$ cat src/rtl/mem_stage_pkg.sv
// Shared types for the memory-access stage: bus bundles, pipeline bundles,
// access sizes, exception codes and the stage FSM states.
package mem_stage_pkg;

    typedef enum logic [1:0] {MSIZE1, MSIZE2, MSIZE4, MSIZE8} msize_t;

    typedef enum logic [1:0] {EXC_NONE, LOAD_MISALIGN, STORE_MISALIGN} exc_t;

    typedef enum logic [1:0] {IDLE, BUSY, DONE} mem_state_t;

    typedef struct packed {
        logic        valid;
        logic [63:0] addr;
        msize_t      size;
        logic [7:0]  strobe;
        logic [63:0] data;
    } dbus_req_t;

    typedef struct packed {
        logic        data_ok;
        logic [63:0] data;
    } dbus_resp_t;

    typedef struct packed {
        logic        valid;
        logic [63:0] pc;
        logic        mem_read;
        logic        mem_write;
        msize_t      msize;
        logic        mem_unsigned;
        logic [63:0] alu_result;
        logic [63:0] rs2_val;
        logic [4:0]  rd;
        logic        regwrite;
    } excute_data_t;

    typedef struct packed {
        logic        valid;
        logic [63:0] pc;
        logic [63:0] wdata;
        logic [4:0]  rd;
        logic        regwrite;
        exc_t        exc;
    } memory_data_t;

    function automatic logic [7:0] size_mask(input msize_t s);
        case (s)
            MSIZE1:  return 8'h01;
            MSIZE2:  return 8'h03;
            MSIZE4:  return 8'h0F;
            default: return 8'hFF;
        endcase
    endfunction

    // An access is aligned when the offset is a multiple of the access width.
    function automatic logic is_misaligned(input logic [2:0] off, input msize_t s);
        case (s)
            MSIZE1:  return 1'b0;
            MSIZE2:  return off[0];
            MSIZE4:  return |off[1:0];
            default: return |off;
        endcase
    endfunction

endpackage

$ cat src/rtl/mem_stage_align.sv
// Byte-lane steering for the data bus: store strobe/data placement and
// load data extraction with sign or zero extension.
module mem_align
    import mem_stage_pkg::*;
(
    input  logic [2:0]  addr,
    input  msize_t      msize,
    input  logic [63:0] rs2_val,
    input  logic        mem_unsigned,
    input  logic [63:0] raw,
    output logic [7:0]  strobe,
    output logic [63:0] store_data,
    output logic [63:0] load_data
);

    logic [63:0] shifted;

    always_comb begin
        strobe     = size_mask(msize) << addr;
        store_data = rs2_val << {addr, 3'b000};
        shifted    = raw >> {addr, 3'b000};
        case (msize)
            MSIZE1:  load_data = mem_unsigned ? {56'b0, shifted[7:0]}
                                              : {{56{shifted[7]}}, shifted[7:0]};
            MSIZE2:  load_data = mem_unsigned ? {48'b0, shifted[15:0]}
                                              : {{48{shifted[15]}}, shifted[15:0]};
            MSIZE4:  load_data = mem_unsigned ? {32'b0, shifted[31:0]}
                                              : {{32{shifted[31]}}, shifted[31:0]};
            default: load_data = shifted;
        endcase
    end

endmodule

$ cat src/rtl/mem_stage.sv
// Memory-access stage: issues one data-bus transaction per memory instruction,
// stalls upstream while it is outstanding, and presents the result on dataM.
module mem_stage
    import mem_stage_pkg::*;
(
    input  logic         clk,
    input  logic         reset,
    input  excute_data_t dataE,
    input  logic         csr_flush,
    output dbus_req_t    dreq,
    input  dbus_resp_t   dresp,
    output memory_data_t dataM,
    output logic         handshake_stall,
    output logic         data_ok
);

    mem_state_t  state_q, state_d, cur_state;
    logic        flushed_q, flushed_d;
    logic [63:0] rdata_q, rdata_d;

    logic        access, misaligned, squash;
    logic [7:0]  strobe;
    logic [63:0] store_data, load_data;
    dbus_req_t   new_req;

    mem_align u_align (
        .addr         (dataE.alu_result[2:0]),
        .msize        (dataE.msize),
        .rs2_val      (dataE.rs2_val),
        .mem_unsigned (dataE.mem_unsigned),
        .raw          (dresp.data),
        .strobe       (strobe),
        .store_data   (store_data),
        .load_data    (load_data)
    );

    // Reset forces the IDLE decode so the bus and stall drop in the reset cycle itself.
    always_comb begin
        cur_state  = reset ? IDLE : state_q;
        access     = dataE.valid & (dataE.mem_read | dataE.mem_write);
        misaligned = access & is_misaligned(dataE.alu_result[2:0], dataE.msize);
        squash     = 1'b0;

        new_req        = '0;
        new_req.valid  = 1'b1;
        new_req.addr   = dataE.alu_result;
        new_req.size   = dataE.msize;
        new_req.strobe = dataE.mem_write ? strobe : 8'h00;
        new_req.data   = dataE.mem_write ? store_data : 64'h0;

        state_d         = state_q;
        flushed_d       = flushed_q;
        rdata_d         = rdata_q;
        dreq            = '0;
        handshake_stall = 1'b0;
        data_ok         = 1'b0;

        dataM.valid    = dataE.valid;
        dataM.pc       = dataE.pc;
        dataM.wdata    = dataE.alu_result;
        dataM.rd       = dataE.rd;
        dataM.regwrite = dataE.regwrite;
        dataM.exc      = EXC_NONE;

        unique case (cur_state)
            IDLE: begin
                flushed_d = 1'b0;
                if (misaligned)
                    dataM.exc = dataE.mem_write ? STORE_MISALIGN : LOAD_MISALIGN;
                if (access & ~misaligned & ~csr_flush & ~reset) begin
                    dreq            = new_req;
                    handshake_stall = 1'b1;
                    dataM.valid     = 1'b0;
                    if (dresp.data_ok) begin
                        rdata_d = load_data;
                        state_d = DONE;
                    end else begin
                        state_d = BUSY;
                    end
                end
                if (csr_flush)
                    dataM.valid = 1'b0;
            end
            BUSY: begin
                dreq            = new_req;
                handshake_stall = 1'b1;
                dataM.valid     = 1'b0;
                flushed_d       = flushed_q | csr_flush;
                if (dresp.data_ok) begin
                    rdata_d = load_data;
                    state_d = DONE;
                end
            end
            DONE: begin
                squash      = flushed_q | csr_flush;
                dataM.valid = dataE.valid & ~squash;
                data_ok     = ~squash;
                if (dataE.mem_read)
                    dataM.wdata = rdata_q;
                flushed_d = 1'b0;
                state_d   = IDLE;
            end
            default: state_d = IDLE;
        endcase

        if (reset) begin
            state_d   = IDLE;
            flushed_d = 1'b0;
            rdata_d   = '0;
        end
    end

    always_ff @(posedge clk) begin
        state_q   <= state_d;
        flushed_q <= flushed_d;
        rdata_q   <= rdata_d;
    end

endmodule

$ cat config.mk
export PLATFORM = sky130hd
export DESIGN_NAME = mem_stage
export DESIGN_NICKNAME = d
export VERILOG_FILES = /design/src/rtl/mem_stage_pkg.sv /design/src/rtl/mem_stage_align.sv /design/src/rtl/mem_stage.sv
export SDC_FILE = /design/constraint.sdc
export NUM_CORES = 1
export LEC_CHECK = 0
export ABC_AREA = 1
export CAP_MARGIN = 15
export CORE_AREA = 5 5 208 210
export DETAILED_ROUTE_END_ITERATION = 6
export DIE_AREA = 0 0 213 215
export SETUP_SLACK_MARGIN = 0.02
export SLEW_MARGIN = 0
export SYNTH_ARGS = -nofsm -noshare
export SYNTH_HDL_FRONTEND = slang
export SYNTH_SLANG_ARGS = --single-unit
$ cat constraint.sdc
create_clock -name clk -period 4.4 [get_ports clk]
set_input_delay 1.1 -clock clk [delete_from_list [all_inputs] [get_ports clk]]
set_output_delay 1.1 -clock clk [all_outputs]
set_load 0.01 [all_outputs]
-- After elaboration in Yosys (flattened, before gate mapping)
Cells that the tools add are included.
- output and inout bits: 278
- bits of input ports: 272
- logic and storage cells: 63
- bits in registers: 67
- reduce and logical (&&, ||, !) cells: 9
- shifts and indexed selects: 3
- bitwise logic cells: 12
- mux-type cells: 30
- equality and inequality tests: 6
- operators with widths (operator ; count):
    $mux 64 ; 8
    $pmux 139 s2 ; 1
    $pmux 64 s3 ; 1
    $mux 139 ; 1
    $pmux 64 s2 ; 1
    $shl 64x6->64 ; 1
    $shr 64x6->64 ; 1
    $pmux 8 s3 ; 1
    $mux 2 ; 7
    $mux 8 ; 1
    $shl 8x3->8 ; 1
    $and 1x1->1 ; 6
    $pmux 1 s3 ; 2
    $eq 2x1->1 const B ; 2
    $eq 2x2->1 const B ; 2
    $logic_not 2->1 ; 2
    $mux 1 ; 4
    $ne 2x2->1 const B ; 2
    $not 1->1 ; 4
    $pmux 1 s2 ; 2
    $pmux 2 s2 ; 1
    $reduce_and 2->1 ; 2
    $reduce_bool 2->1 ; 2
    $reduce_or 2->1 ; 2
    other kinds (2) ; 3

-- Depth between registers and ports, before layout
- depth in word-level cells: 10
- gate-level depth with buffers: 13
- gate-level depth less buffers: 10

-- By module
From an unflattened synthesis, not the netlist that was laid out.
- cell total of the unflattened synthesis: 1790
- area total of the unflattened synthesis: 9280.2 sq um
- modules (own cells, without submodules) (module ; area each (sq um) ; seq. area each (sq um) ; instances ; cells each):
    mem_stage ; 5325.1 ; 1341.3 ; 1 ; 961
    mem_align ; 3955.0 ; 0.0 ; 1 ; 829

-- Worst setup path after synthesis
OpenSTA, ideal clock, no wires.
- kind: input -> output
- start point: in dataE[71] in the netlist's numbering
- end point: out dreq[15] in the netlist's numbering
- path buffers: 3
- stages on the path: 10
- arrival time: 2291 ps
- slack: 1009 ps
- data required time: 3300 ps
- cell sequence: buf_6 > inv_6 > nand2_4 > o21bai_4 > nand3_2 > nand2_4 > nand3_2 > buf_4 > buf_2 > nor2_1
- RTL lines (element ; line ; text):
    from (decl) ; mem_stage.sv:8 ; input excute_data_t dataE,
    to (decl) ; mem_stage.sv:10 ; output dbus_req_t dreq,

==> summary.txt <==
Outcome
  – Status: finished clean

STA
  – Tcrit/Tclk final: 98.1%
  – Setup Skew: 0.00758 ns
  – Worst slew margin: 41.8%
  – Hold Worst Slack: 0.491 ns
  – F_max: 0.232 GHz
  – Worst slew pin tran: 0.873 ns
  – Minimum clock period: 4.32 ns
  – Slew Viols, Final: 0
  – Fin. Hold Viols: 0
  – RSZ-0062 raised after global routing: yes
  – Final setup fails: 0

Place
  – Port buffer count: 409
  – Dpl hpwl: 37900 um
  – Post-Place Cells: 2552
  – GPL Wtd Cong: 0.928

Global route
  – Total track usage: 19.1%
  – First-pass GRT wire length: 68200 um
  – Largest net degree at the start of global routing: 87
  – Overflow after GRT: 0
  – Antenna violations before repair: 24
  – Vias in the first global route: 11390

Synthesis
  – EDFF count, synth: 0
  – Mux cell area share after synthesis: 0.451%
  – Synth Register Bits: 67
  – Main combinational cell family by area after synthesis: simple AND/OR/NAND/NOR gates
  – Synth Net Count: 2012
  – Ys Warns: 0
  – Xor/xnor cell area share of the yosys netlist: 0%
  – Post-synthesis compound-gate area fraction: 15.0%
  – Distinct cells, synth: 40
  – Synthesized area per cell: 5.11 um2
  – Top cell type's share of synthesized area: 24.2%
  – Synth area leader: nand2_1
  – Top_reg_cell synth: dfxtp_1
  – Ys async rst share: 0%
  – Post-synthesis adder-cell area fraction: 0%
  – Simple-gate share of the synthesized area: 47.9%
  – Post-synthesis instance total: 1740
  – Register area share after synthesis: 15.1%
  – Cell Area, Synth: 0.00889 mm2
  – Ranking of synthesized cells by area: nand2_1, dfxtp_1, nor2_1

Setup path
  – Worst setup SP type: input pin
  – Critical path arrival: 3.22 ns
  – Setup crit end kind: output port
  – Required time worst endpoint: 3.30 ns
  – Max Fanout on Critical Path: 63
  – Crit Path Category: input pin to output port

Die
  – Die Area: 0.0458 mm2
  – Die X: 213 um
  – Core ar.: 0.0414 mm2
  – Top-level port count: 550
  – DIE HEIGHT: 215 um
  – Core Rows: 75
  – Starting Density: 21.5%

Clocking
  – Clock latency on the worst-skew pair: 0.33 ns
  – Clock Path Buffers: 2
  – Post-CTS Hold Buffers: 0
  – CTS root buf: clkbuf_16
  – Htree depth: 3
  – CTS tree: built
  – CTS buffer count: 9
  – Clock sink count: 67
  – Post CTS Setup Buffer Count: 0
  – Clk slew on worst S/H paths: 0.06 ns

Finish
  – Final #Nets: 2296
  – Multi-input gate area: 0.00567 mm2
  – Share of post-route cells with drive strength above 1: 5.52%
  – Post-Layout Cell Count: 2575
  – Area growth syn-to-layout: 52.2%
  – Reg area: 0.00134 mm2
  – FILL cells: 4602

Route
  – DRT iter0 DRCs: 769
  – Via/cell ratio: 4.59
  – DR DRC count: 0
  – Antenna-violating nets left: 0
  – Routed WL: 46300 um
  – Vias: 11824
  – 1st-pass router iterations: 5
  – WL/cell: 18.0 um

Power and ir drop
  – Power, Total: 2.30 mW
  – Peak supply drop: 164 uV
  – Total leakage power: 7.28 nW
  – Power per cell area: 170 mW/mm2

Flow run
  – Max Cap Viol: 0

Min path
  – Hold Crit Class: register to register
## Yosys cell counts (3+ instances only)
cell type  instances
o211ai_1          19
dfxtp_1           67
nand3_1          168
mux2i_1            4
buf_4             89
a21oi_1           44
a31oi_1            9
nor2_1           270
or2_2              6
o21ai_0          122
buf_6              6
nand4_1            5
clkbuf_1          34
nand2_4            3
a22o_1             3
o21ai_1           12
nand3_2            4
buf_2             61
inv_1            184
o21a_1             8
o22ai_1           15
buf_1              7
nand2_1          573
nor3_1             5
## timing repair
item / in CTS / in global routing
endpoints found under the setup margin: 11 / 71
pin swaps: 0 / 0
gates resized for setup: 2 / 62
## cell usage in the layout, fill, tap and decap left out, types with 3 or more instances in the layout
cell type        instances
o21ai_0                122
a21oi_1                 42
nand3_2                  4
mux2i_1                  4
nand2_1                573
inv_6                    3
o211ai_1                19
nor3_1                   5
nor2_4                   3
or2_2                    6
clkinv_2                 3
nor2_1                 268
o22ai_1                 15
diode_2                  7
nor2_2                   3
dfxtp_1                 67
o21ai_1                 12
nand4_1                  5
a22o_1                   3
nand3_1                167
nand2_4                  4
clkbuf_16                9
o21a_1                   8
inv_2                    3
buf_4                   51
buf_12                  11
dlymetal6s2s_1          59
a31oi_1                  9
clkdlybuf4s50_1        347
inv_1                  181
## sequential cells by signal (all words and copies together), names as in the netlist
register,cells
rdata_q,64
state_q,2
flushed_q,1
## layer usage
| layer | vias to the layer above | track usage, % | wire, um | share of wire (%) |
|---|---|---|---|---|
| li1 | 5935 | - | - | - |
| met1 | 5232 | 21.7 | 18000 | 39 |
| met2 | 521 | 32.2 | 21600 | 47 |
| met3 | 108 | 7.32 | 4800 | 10 |
| met4 | 28 | 7.57 | 1790 | 3.9 |
| met5 | - | 0 | 191 | 0.41 |
## report_power, final
group          leakage, nW  total, mW  internal, mW  switching, mW
combinational         6.61      0.995         0.447          0.548
clock                0.132      0.677         0.384          0.293
sequential           0.542      0.631         0.625        0.00568
total                 7.28       2.30          1.46          0.846
## cell families (layout without fill, tap and decap cells)
| kind of cell | Yosys count | after routing |
|---|---|---|
| AND/OR/NAND/NOR | 1044 | 1044 |
| other | 0 | 7 |
| AO/OA/AOI/OAI | 239 | 239 |
| buffers and inverters | 386 | 675 |
| flip-flops | 67 | 67 |
| multiplexers | 4 | 4 |
## layout make-up
class	instances	share of cell area (%)
Sequential cell	67	9.92
Clock inverter	7	0.379
Tap cell	539	4.99
Clock buffer	9	1.66
Inverter	189	5.33
Multi-Input combinational cell	1287	41.9
Antenna cell	7	0.129
Timing Repair Buffer	470	35.7
## final timing paths
path	startpoint	end	slack (ns)	cells after the start
worst max-delay path	dataE[135]	dreq[104]	0.08	11
worst min-delay path	state_q[1]	state_q[0]	0.49	1
worst max register to register	state_q[0]	rdata_q[31]	2.19	10
worst min register to register	state_q[1]	state_q[0]	0.49	1
## through the flow
step	worst slack, ns	instance area, um2	util [%]	TNS (ns)
5_1_grt	-0.0184	13500	32.7	-0.0618
3_5_place_dp	-0.00825	13100	31.6	-0.0124
3_3_place_gp	-0.00675	13100	31.6	-0.00675
4_1_cts	0.0445	13400	32.3	0
2_1_floorplan	1.01	8890	-	0
6_report	0.0819	13500	32.7	0
## critical path: stages
cell	delay [ns]
clkdlybuf4s50_1	0.52
inv_1	0.08
nand2_1	0.07
nand2_1	0.06
nand2_1	0.10
nand3_2	0.12
nand2_4	0.10
nand2_4	0.11
buf_12	0.20
nor2_1	0.14
clkdlybuf4s50_1	0.54
Note: power is estimated with default switching activity, not from simulation.
